`src/rtl/encoder_8b10b_pkg.sv`:
```
// Shared types and control-symbol codes for the 8b10b transmit path.
package encoder_8b10b_pkg;

  typedef enum logic [2:0] {
    SYNC,
    IDLE,
    SOF,
    PAYLOAD,
    EOF
  } state_t;

  localparam logic [7:0] K28_5 = 8'hBC;  // comma / idle fill
  localparam logic [7:0] K27_7 = 8'hFB;  // start of frame
  localparam logic [7:0] K29_7 = 8'hFD;  // end of frame

endpackage

```
`src/rtl/encoder_8b10b_tx_scheduler_rr_arbiter.sv`:
```
// Combinational round-robin arbiter: first requester at or above ptr wins, wrapping.
module rr_arbiter #(
  parameter int NUM_REQ = 2,
  parameter int PTR_W   = (NUM_REQ > 1) ? $clog2(NUM_REQ) : 1
) (
  input  logic [NUM_REQ-1:0] req,
  input  logic [PTR_W-1:0]   ptr,
  input  logic               en,
  output logic [NUM_REQ-1:0] gnt,
  output logic [PTR_W-1:0]   idx,
  output logic               vld
);

  logic [PTR_W:0] w_cand;

  always_comb begin
    gnt    = '0;
    idx    = '0;
    vld    = 1'b0;
    w_cand = '0;
    for (int k = 0; k < NUM_REQ; k++) begin
      w_cand = {1'b0, ptr} + (PTR_W+1)'(k);
      if (w_cand >= (PTR_W+1)'(NUM_REQ)) w_cand = w_cand - (PTR_W+1)'(NUM_REQ);
      if (en && !vld && req[w_cand[PTR_W-1:0]]) begin
        vld                     = 1'b1;
        gnt[w_cand[PTR_W-1:0]]  = 1'b1;
        idx                     = w_cand[PTR_W-1:0];
      end
    end
  end

endmodule

```
`src/rtl/encoder_8b10b_tx_scheduler.sv`:
```
// Symbol sequencer ahead of the 8b10b encoder: sync burst, comma fill, and
// round-robin framed transfers (SOF / payload / EOF) from NUM_REQ requesters.
module encoder_8b10b_tx_scheduler
  import encoder_8b10b_pkg::*;
#(
  parameter int NUM_REQ     = 2,
  parameter int MAX_LEN     = 16,
  parameter int LEN_W       = 4,
  parameter int SYNC_COMMAS = 16,
  parameter int IFG_MIN     = 2
) (
  input  logic                     clk,
  input  logic                     reset,
  input  logic                     sym_en,
  input  logic [NUM_REQ-1:0]       req,
  input  logic [NUM_REQ*LEN_W-1:0] req_len,
  input  logic [NUM_REQ*8-1:0]     data_in,
  output logic [NUM_REQ-1:0]       grant,
  output logic [NUM_REQ-1:0]       data_pop,
  output logic [7:0]               enc_data,
  output logic                     enc_k,
  output logic                     link_up,
  output logic                     frame_done
);

  localparam int PTR_W = (NUM_REQ > 1) ? $clog2(NUM_REQ) : 1;
  localparam int SC_W  = (SYNC_COMMAS > 1) ? $clog2(SYNC_COMMAS) : 1;
  localparam int GAP_W = $clog2(IFG_MIN + 1);

  state_t             r_state, w_state_nxt;
  logic [SC_W-1:0]    r_sync_cnt;
  logic [GAP_W-1:0]   r_gap_cnt;
  logic [PTR_W-1:0]   r_rr_ptr, r_winner, w_win_idx;
  logic [NUM_REQ-1:0] r_grant, w_arb_gnt;
  logic [LEN_W-1:0]   r_len, r_byte_cnt, w_win_len;
  logic               r_link_up, r_frame_done;
  logic               w_gap_ok, w_arb_vld, w_start;
  logic [7:0]         w_pay_byte;

  // Counting the current IDLE symbol toward the gap guarantees IFG_MIN commas before SOF.
  assign w_gap_ok = ({1'b0, r_gap_cnt} + 1'b1) >= (GAP_W+1)'(IFG_MIN);
  assign w_start  = sym_en && w_arb_vld;

  rr_arbiter #(
    .NUM_REQ (NUM_REQ),
    .PTR_W   (PTR_W)
  ) u_arb (
    .req (req),
    .ptr (r_rr_ptr),
    .en  ((r_state == IDLE) && w_gap_ok),
    .gnt (w_arb_gnt),
    .idx (w_win_idx),
    .vld (w_arb_vld)
  );

  always_comb begin
    w_win_len  = '0;
    w_pay_byte = '0;
    for (int i = 0; i < NUM_REQ; i++) begin
      if (w_win_idx == PTR_W'(i)) w_win_len  = req_len[i*LEN_W +: LEN_W];
      if (r_winner  == PTR_W'(i)) w_pay_byte = data_in[i*8 +: 8];
    end
  end

  always_ff @(posedge clk or posedge reset) begin
    if (reset) r_state <= SYNC;
    else       r_state <= w_state_nxt;
  end

  always_comb begin
    w_state_nxt = r_state;
    if (sym_en) begin
      case (r_state)
        SYNC:    if (r_sync_cnt == SC_W'(SYNC_COMMAS - 1)) w_state_nxt = IDLE;
        IDLE:    if (w_start) w_state_nxt = SOF;
        SOF:     w_state_nxt = PAYLOAD;
        PAYLOAD: if (r_byte_cnt == r_len) w_state_nxt = EOF;
        EOF:     w_state_nxt = IDLE;
        default: w_state_nxt = SYNC;
      endcase
    end
  end

  always_ff @(posedge clk or posedge reset) begin
    if (reset) begin
      r_sync_cnt   <= '0;
      r_gap_cnt    <= '0;
      r_rr_ptr     <= '0;
      r_winner     <= '0;
      r_grant      <= '0;
      r_len        <= '0;
      r_byte_cnt   <= '0;
      r_link_up    <= 1'b0;
      r_frame_done <= 1'b0;
    end else begin
      r_frame_done <= 1'b0;
      if (sym_en) begin
        case (r_state)
          SYNC: begin
            if (r_sync_cnt == SC_W'(SYNC_COMMAS - 1)) begin
              r_link_up <= 1'b1;
              r_gap_cnt <= GAP_W'(IFG_MIN);
            end else begin
              r_sync_cnt <= r_sync_cnt + 1'b1;
            end
          end
          IDLE: begin
            if (r_gap_cnt != GAP_W'(IFG_MIN)) r_gap_cnt <= r_gap_cnt + 1'b1;
            if (w_start) begin
              r_grant  <= w_arb_gnt;
              r_winner <= w_win_idx;
              r_len    <= w_win_len;
            end
          end
          SOF:     r_byte_cnt <= '0;
          PAYLOAD: r_byte_cnt <= r_byte_cnt + 1'b1;
          EOF: begin
            r_grant      <= '0;
            r_gap_cnt    <= '0;
            r_frame_done <= 1'b1;
            r_rr_ptr     <= (r_winner == PTR_W'(NUM_REQ - 1)) ? '0 : r_winner + 1'b1;
          end
          default: ;
        endcase
      end
    end
  end

  always_comb begin
    enc_data = K28_5;
    enc_k    = 1'b1;
    case (r_state)
      SOF:     enc_data = K27_7;
      PAYLOAD: begin
        enc_data = w_pay_byte;
        enc_k    = 1'b0;
      end
      EOF:     enc_data = K29_7;
      default: ;
    endcase
  end

  assign data_pop   = r_grant & {NUM_REQ{sym_en && (r_state == PAYLOAD)}};
  assign grant      = r_grant;
  assign link_up    = r_link_up;
  assign frame_done = r_frame_done;

endmodule

```
`config.mk`:
```
export PLATFORM = sky130hd
export DESIGN_NAME = encoder_8b10b_tx_scheduler
export DESIGN_NICKNAME = d
export VERILOG_FILES = /design/src/rtl/encoder_8b10b_pkg.sv /design/src/rtl/encoder_8b10b_tx_scheduler_rr_arbiter.sv /design/src/rtl/encoder_8b10b_tx_scheduler.sv
export SDC_FILE = /design/constraint.sdc
export NUM_CORES = 1
export LEC_CHECK = 0
export ABC_AREA = 1
export CAP_MARGIN = 20
export CORE_ASPECT_RATIO = 0.8
export CORE_UTILIZATION = 46
export CTS_CLUSTER_DIAMETER = 80
export DETAILED_ROUTE_END_ITERATION = 8
export PLACE_DENSITY_LB_ADDON = 0.05
export SKIP_LAST_GASP = 1
export SLEW_MARGIN = 30
export SYNTH_ARGS = -nofsm -noshare
export SYNTH_HDL_FRONTEND = slang
export SYNTH_HIERARCHICAL = 1
export SYNTH_SLANG_ARGS = --single-unit
```
`constraint.sdc`:
```
create_clock -name clk -period 2.3 [get_ports clk]
set_input_delay 0.46 -clock clk [delete_from_list [all_inputs] [get_ports clk]]
set_output_delay 0.46 -clock clk [all_outputs]
set_load 0.05 [all_outputs]
```
Word level (Yosys, flattened, before mapping):

Cells that the tools add are included.

* $lt $le $gt $ge: 7
* add/subtract/negate cells: 8
* reductions and logical operators: 21
* equality and inequality tests: 11
* bitwise operators: 3
* mux-type cells: 33

Operators by type and width (count)
* 8-bit case mux with 3 select lines: 1
* 1-bit 2-to-1 mux: 16
* 3-bit case mux with 5 select lines: 1
* 3-bit AND reduction: 4
* 2-bit 2-to-1 mux: 5
* 3-bit 2-to-1 mux: 3
* 4-bit by 1-bit adder with 4-bit output, second input constant: 2
* 1-bit logical AND: 8
* 8-bit 2-to-1 mux: 1
* 2-bit != test, second input constant: 4
* 4-bit case mux with 2 select lines: 1
* 4-bit AND reduction: 2
* 3-bit by 2-bit == test with 1-bit output, second input constant: 2
* 2-bit case mux with 3 select lines: 1
* 4-bit == test: 1
* 4-bit == test, second input constant: 1
* 1-bit by 2-bit < comparator with 1-bit output, second input constant: 2
* 4-bit 2-to-1 mux: 1
* 2-bit case mux with 2 select lines: 1
* 2-bit AND reduction: 2
* 2-bit nonzero test: 2
* 2-bit by 1-bit adder with 3-bit output, second input constant: 1
* 3-bit by 1-bit == test with 1-bit output, second input constant: 1
* 3-bit == test, second input constant: 1
* other kinds (16): 19

* flip-flop bits (word level): 23
* bits of input ports: 29
* output and inout bits: 15
* logic and storage cells: 93

Logic depth before layout (Yosys ltp):

Gate-level depths: netlist of the first run.

* depth in word-level cells: 13
* depth in mapped cells: 12

Hierarchy:

Netlist of the first run, hierarchy kept.

Modules (own cells, without submodules)
* encoder_8b10b_tx_scheduler: area each 1406.3 µm², cells each 194, sequential area each 575.6 µm², instances 1
* rr_arbiter: area each 30.0 µm², cells each 7, sequential area each 0.0 µm², instances 1

Worst setup path before layout of the first run:

No wires, ideal clock.

* path kind: reg2out
* start: register r_state[2]
* end: output enc_data[0]
* path slack: -0.296 ns
* stages on the path, launching flop included: 6
* buffers on the path: 0
* arrival time: 2.136 ns
* path through: dfrtp_1 -> nor2_4 -> inv_2 -> nor2_8 -> inv_2 -> o31ai_1

* word-level cells in the longest chain between the ends: 2
* elaborated cells on any way between the ends: 4

RTL lines
* start, declared: RTL line encoder_8b10b_tx_scheduler.sv:30 `state_t r_state, w_state_nxt;`
* start signal, assigned: RTL line encoder_8b10b_tx_scheduler.sv:67 `else r_state <= w_state_nxt;`
* 3-bit == test / 3-bit by 2-bit == test with 1-bit output (equally long branches): RTL line encoder_8b10b_tx_scheduler.sv:132 `case (r_state)`
* 8-bit case mux with 3 select lines (*): RTL line encoder_8b10b_tx_scheduler.sv:132
* end, declared: RTL line encoder_8b10b_tx_scheduler.sv:20 `output logic [7:0] enc_data,`

Mark *: on every way between the ends. The rest lies on a longest branch, timed or not.

Worst setup path in the final report of the first run:

* start: register r_state[1]
* end: output enc_data[6]

Same word-level chain as after synthesis.

==> impl_metrics.toml, run 1 <==
[logic_synthesis]
synth-xor-area-share = 0.0122
yosys.area_share.simple = 0.350
synth_top_area_cell = "dfrtp_1"
synthTopCellsByArea = "dfrtp_1 40%, nand2_1 14%, nor2_1 7.6%"
syn_avg_cell_area_um2 = 7.15
synth-seq-cells = 23
synth_mux_area_frac = 0
ys_types = 23
ys_seq_area_frac = 0.401
synthArstFlopShare = 1.00
synth_nets = 234
yosys.area.top_type_share = 0.401
synth_top_family_by_area = "simple AND/OR/NAND/NOR gates"
synthCells = 201
synthFlopType = "dfrtp_1"
synth_compound_area_frac = 0.114
ys_top_cells_by_count = "54 x nand2_1, 29 x nor2_1, 23 x dfrtp_1, 23 x inv_1, 17 x nand3_1"
synth_edf_count = 0
synth_adder_area_share = 0.0348
synth_most_common_cell = "nand2_1"
yosysWarnings = 6
netlist_area_mm2 = 0.00144

[routing]
routed_wl_um = 3560
num_vias = 1482
first_iter_violations = 43
antenna_left = 0
wl_per_cell_um = 12.4
drt_first_pass_iters = 4
drc = 0
vias_per_cell = 5.16

[worst_setup_path]
crit_top_cell = "inv_2"
path_class = "reg2out"
path_max_fanout = 9
cp-end-kind = "output port"
cp.required_ns = 1.84
worstRegToRegCells = 9
critical-path-max-stage-delay_ns = 0.44
crit_buf_inv = 4
worst_ep_arrival_time_ns = 1.78
crit_slowest_cell = "dfrtp_1"
crit_cells = 7
path_cells = "inv_2, nor2_4, inv_2, nor2_8, inv_2, o31ai_1, buf_12"
path_delay_family = "flip-flops"
startpoint_type = "flop"

[clock_tree]
clockRootBuffer = "clkbuf_8"
clock_latency_ns = 0.27
cts_buffers = 3
clkTransAtPathRegs_ns = 0.08
cts_tree = "done"
post_cts_buffers = 0
hold_buffers = 0
clock_sinks = 23
cts_htree_levels = 1
clk_path_buf_depth = 2

[sta]
timing.final.crit_share = 0.974
period_minus_slack_ns = 2.24
fmax_ghz = 0.446
worst_pin_slew_ns = 0.491
final.setup.worst_slack_ns = 0.0602
clock_skew_ns = 0.00376
slew_violations = 0
finalHoldViolCount = 0
max-slew-margin-rel = 0.672
rsz0062_at_grt = "true"
finalSetupViolCount = 0

[place]
portBuffers = 43
place_ws_ns = 0.295
dp_hpwl_um = 2850
routabilityCongestion = 0.789
placed_cells = 283

[hold_path]
hold_path_depth = 1
hold_path.class = "reg2reg"

[power]
p_switching_w = 0.00134
ir_drop_v = 0.00104
combPwrFrac = 0.627
powerDensity_mw_per_mm2 = 1300
switching_share = 0.498
intPower_w = 0.00135
pwr-share-seq = 0.278
clkPwrFrac = 0.095
total_power_w = 0.00269
p_leak_nw = 0.990

[die]
die_y_um = 52.0
ioPinCount = 44
die_x_um = 64.5
core_mm2 = 0.00285
dieArea_mm2 = 0.00335
rows = 17
start_util = 0.504

[global_routing]
gr-usage-met1 = 0.262
grt.met3_usage = 0.0658
grt_first_pass_wirelength_um = 6020
first_global_vias = 1410
grt_util_all_layers = 0.235
antenna_found_initial = 0
grt_max_degree = 24
met2_usage = 0.451
top_usage_layer = "met2"
grt_overflow = 0

[run_status]
status = "completed"

[layout]
layout.cells.non_filler = 287
areaGrowthSynthToFinish_pct = 43.9
final_nets = 283
layout-drive-gt1-share = 0.137
diodes = 0

[run]
drv_cap = 0
==> stage by stage <==
stage | setup TNS, ns | util | hold slack [ns] | cell area [µm²]
4_1_cts | 0 | 0.725 | 0.487 | 2070
5_1_grt | -0.134 | 0.725 | 0.491 | 2070
6_report | 0 | 0.725 | 0.488 | 2070
3_5_place_dp | 0 | 0.709 | 0.465 | 2020
3_3_place_gp | 0 | 0.709 | 0.459 | 2020
2_1_floorplan | -0.592 | - | 0.462 | 1440
==> final cells by class <==
class | instances | area (µm²)
repair buffers | 47 | 558
multi-input cells | 147 | 734
fillers | 241 | 783
clock inverters | 1 | 5.00
inverters | 28 | 105
well taps | 38 | 47.5
clock buffers | 3 | 41.3
flip-flops and latches | 23 | 576
==> worst paths after layout <==
path	startpoint	end	slack [ns]
max in group asynchronous	reset	r_winner	1.54
min in group asynchronous	reset	grant[0]	0.53
hold reg to reg	link_up	link_up	0.49
hold / removal	link_up	link_up	0.49
setup / recovery	r_state[1]	enc_data[6]	0.06
setup reg to reg	r_state[2]	r_len[2]	0.45
==> metal layers <==
layer | vias to the layer above | part of all wire | routed length (µm)
met5 | - | 0 | 0
met4 | 0 | 0.0028 | 10
met3 | 2 | 0.077 | 275
met2 | 52 | 0.50 | 1780
met1 | 692 | 0.42 | 1500
li1 | 736 | - | -
==> sequential cells by signal, summed over array words and instances, names as in the netlist, 2 cells and up <==
name and count:
r_gap_cnt 2, r_state 3, grant 2, r_sync_cnt 4, r_byte_cnt 4, r_len 4
==> power by group through the flow <==
| stage | clock [W] | combinational (W) | sequential, W |
|---|---|---|---|
| 3_5_place_dp | 0 | 0.00168 | 0.000751 |
| 2_1_floorplan | 0 | 0.00107 | 0.000768 |
| 3_3_place_gp | 0 | 0.00162 | 0.000733 |
| 5_1_grt | 0.000279 | 0.00184 | 0.000767 |
| 4_1_cts | 0.000260 | 0.00169 | 0.000744 |
| 6_report | 0.000257 | 0.00169 | 0.000748 |
==> layout by cell type, fill, tap and decap left out, drive strengths merged <==
cell type      instances
nand3                 18
inv                   27
ha                     4
clkdlybuf4s50         32
nand2                 56
dfrtp                 23
nor2                  37
o31ai                  6
a21oi                  8
buf                   15
o21ai                 10
o21bai                 1
clkbuf                 3
xor2                   2
clkinv                 2
o21a                   2
nor3                   2
o22ai                  1
==> cell families after synthesis <==
family          count (synthesis)
compound gates                 28
xor+xnor                        2
fa+ha+maj                       4
buf+inv                        31
flops                          23
simple gates                  113
==> timing repair <==
action / CTS / global route
setup endpoints to repair: 0 / 2
resized for setup: 0 / 0
endpoints found under the hold margin: 0 / 0
No activity file was read; power rests on OpenSTA's default activity.
==> run 2, diff against run 1 <==
CORE_UTILIZATION = 42   (was 46)
clock period = 1.9 ns   (was 2.3 ns; I/O delays follow)
==> impl_metrics.toml, run 2 (synthesis gave the netlist of run 1 again) <==
[worst_setup_path]
cp.required_ns = 1.52
cp-end-kind = "output port"
path_class = "reg2out"
worst_ep_arrival_time_ns = 1.50
path_max_fanout = 5
crit_slowest_cell = "dfrtp_2"
rrSetupSlack_ns = 0.19
timing.rr.end = "r_state[1]"
worstSetupEndpoint = "enc_data[0]"
cp-startpoint = "r_state[2]"
startpoint_type = "flop"
worstRegToRegCells = 13
reg2reg_from = "r_state[2]"
critical-path-max-stage-delay_ns = 0.44
path_cells = "nor2_4, inv_2, nor2_8, inv_4, o31ai_4, buf_12"

[sta]
finalHoldViolCount = 0
max-slew-margin-rel = 0.671
timing.final.crit_share = 0.990
finalSetupTns_ns = 0
fmax_ghz = 0.532
slew_violations = 0
rsz0062_at_grt = "true"
period_minus_slack_ns = 1.88
final.setup.worst_slack_ns = 0.0194
finalSetupViolCount = 0
clock_skew_ns = 0.00771
worst_pin_slew_ns = 0.492

[layout]
areaGrowthSynthToFinish_pct = 52.5
diodes = 0
final_nets = 291
reg_top3 = "r_byte_cnt: 4 flops, r_len: 4 flops, r_sync_cnt: 4 flops"
layout_common_cells = "52 x nand2_1, 32 x clkdlybuf4s50_1, 26 x nor2_1"
layout_commonest_cell = "nand2_1"
layout-drive-gt1-share = 0.202
layout.cells.non_filler = 297
fillers = 259
fin_util = 0.690

[die]
die_x_um = 67.4
rows = 18
die_y_um = 54.3
start_util = 0.452
core_mm2 = 0.00318
dieArea_mm2 = 0.00366
ioPinCount = 44

[routing]
drc = 0
first_iter_violations = 64
drt_first_pass_iters = 4
vias_per_cell = 4.82
wl_per_cell_um = 11.6
antenna_left = 0
num_vias = 1431
routed_wl_um = 3450

[clock_tree]
clockRootBuffer = "clkbuf_8"
cts_tree = "done"
cts_buffers = 3
clk_path_buf_depth = 2
clkTransAtPathRegs_ns = 0.09
clock_latency_ns = 0.27
hold_buffers = 0
cts_htree_levels = 1
clock_sinks = 23

[power]
powerDensity_mw_per_mm2 = 1590
ir_drop_v = 0.00123
p_leak_nw = 1.05

[run]
drv_cap = 0

[place]
portBuffers = 43
placed_cells = 289
place_ws_ns = 0.106
dp_hpwl_um = 2630
routabilityCongestion = 0.842

[global_routing]
grt_first_pass_wirelength_um = 5700
grt_util_all_layers = 0.215
first_global_vias = 1284
grt_overflow = 0
grt_max_degree = 24
antenna_found_initial = 0

[run_status]
status = "completed"

[hold_path]
hold_path.class = "in2async"
==> run 2: cell types whose count changed in the layout (fill, tap and decap cells not counted), moves of 2 or more <==
| cell | change |
|---|---|
| nor2_1 | -3 |
| nand2_2 | +2 |
| nand2_1 | -2 |
| buf_4 | +7 |
| o31ai_1 | -3 |
| o31ai_4 | +2 |
| nor2_2 | +3 |
| o21ai_0 | -2 |
| o21ai_1 | +2 |
==> run 2: worst min path at each step <==
| stage | slack [ns] | start | endpoint | cells past startpoint |
|---|---|---|---|---|
| after floorplan | 0.38 | reset | frame_done | 1 |
| after global placement | 0.47 | link_up | link_up | 1 |
| after detailed placement | 0.47 | link_up | link_up | 1 |
| after CTS | 0.46 | reset | r_gap_cnt[0] | 3 |
| after global routing | 0.50 | reset | r_gap_cnt[0] | 3 |
| final | 0.45 | reset | r_gap_cnt[0] | 3 |
==> run 2: layout make-up <==
class / count / area, µm² / share of cell area
Sequential cell: 23 / 577 / 0.263
Multi-Input combinational cell: 147 / 779 / 0.356
Tap cell: 40 / 50.0 / 0.0228
Clock inverter: 1 / 5.00 / 0.00228
Clock buffer: 3 / 41.3 / 0.0188
Timing Repair Buffer: 55 / 631 / 0.288
Inverter: 28 / 108 / 0.0491
==> run 2: metal layers <==
metal / track usage / wire [µm] / up-vias
li1: - / - / 749
met1: 0.291 / 1690 / 632
met2: 0.327 / 1450 / 48
met3: 0.0917 / 307 / 2
met4: 0.0248 / 6 / 0
met5: 0 / 0 / -
==> run 2: report_power, final <==
part / switching, W / internal [W] / leakage (nW) / total (W)
Sequential: 0.000158 / 0.000701 / 0.291 / 0.000859
Clock: 0.000164 / 0.000147 / 0.0255 / 0.000311
Combinational: 0.00137 / 0.000940 / 0.730 / 0.00231
Total: 0.00169 / 0.00179 / 1.05 / 0.00348
==> run 2: what timing repair did <==
| action | in CTS | in global routing |
|---|---|---|
| resized for setup | 2 | 6 |
| setup buffers | 2 | 2 |
| setup endpoints to repair | 4 | 9 |
==> run 2: metrics by stage <==
stage | hold WS, ns | cell area [µm²] | total power [W]
finish | 0.448 | 2190 | 0.00348
global route | 0.501 | 2190 | 0.00377
CTS | 0.463 | 2160 | 0.00343
detailed placement | 0.468 | 2090 | 0.00306
global placement | 0.467 | 2090 | 0.00303
floorplan | 0.382 | 1460 | 0.00227
==> run 2: critical path: cells and delay by family, from the launching register on <==
kind                   cells  cell delay, ns
DFF                        1            0.44
buffers and inverters      3            0.31
and+or+nand+nor            2            0.26
AOI/OAI and AO/OA          1            0.22
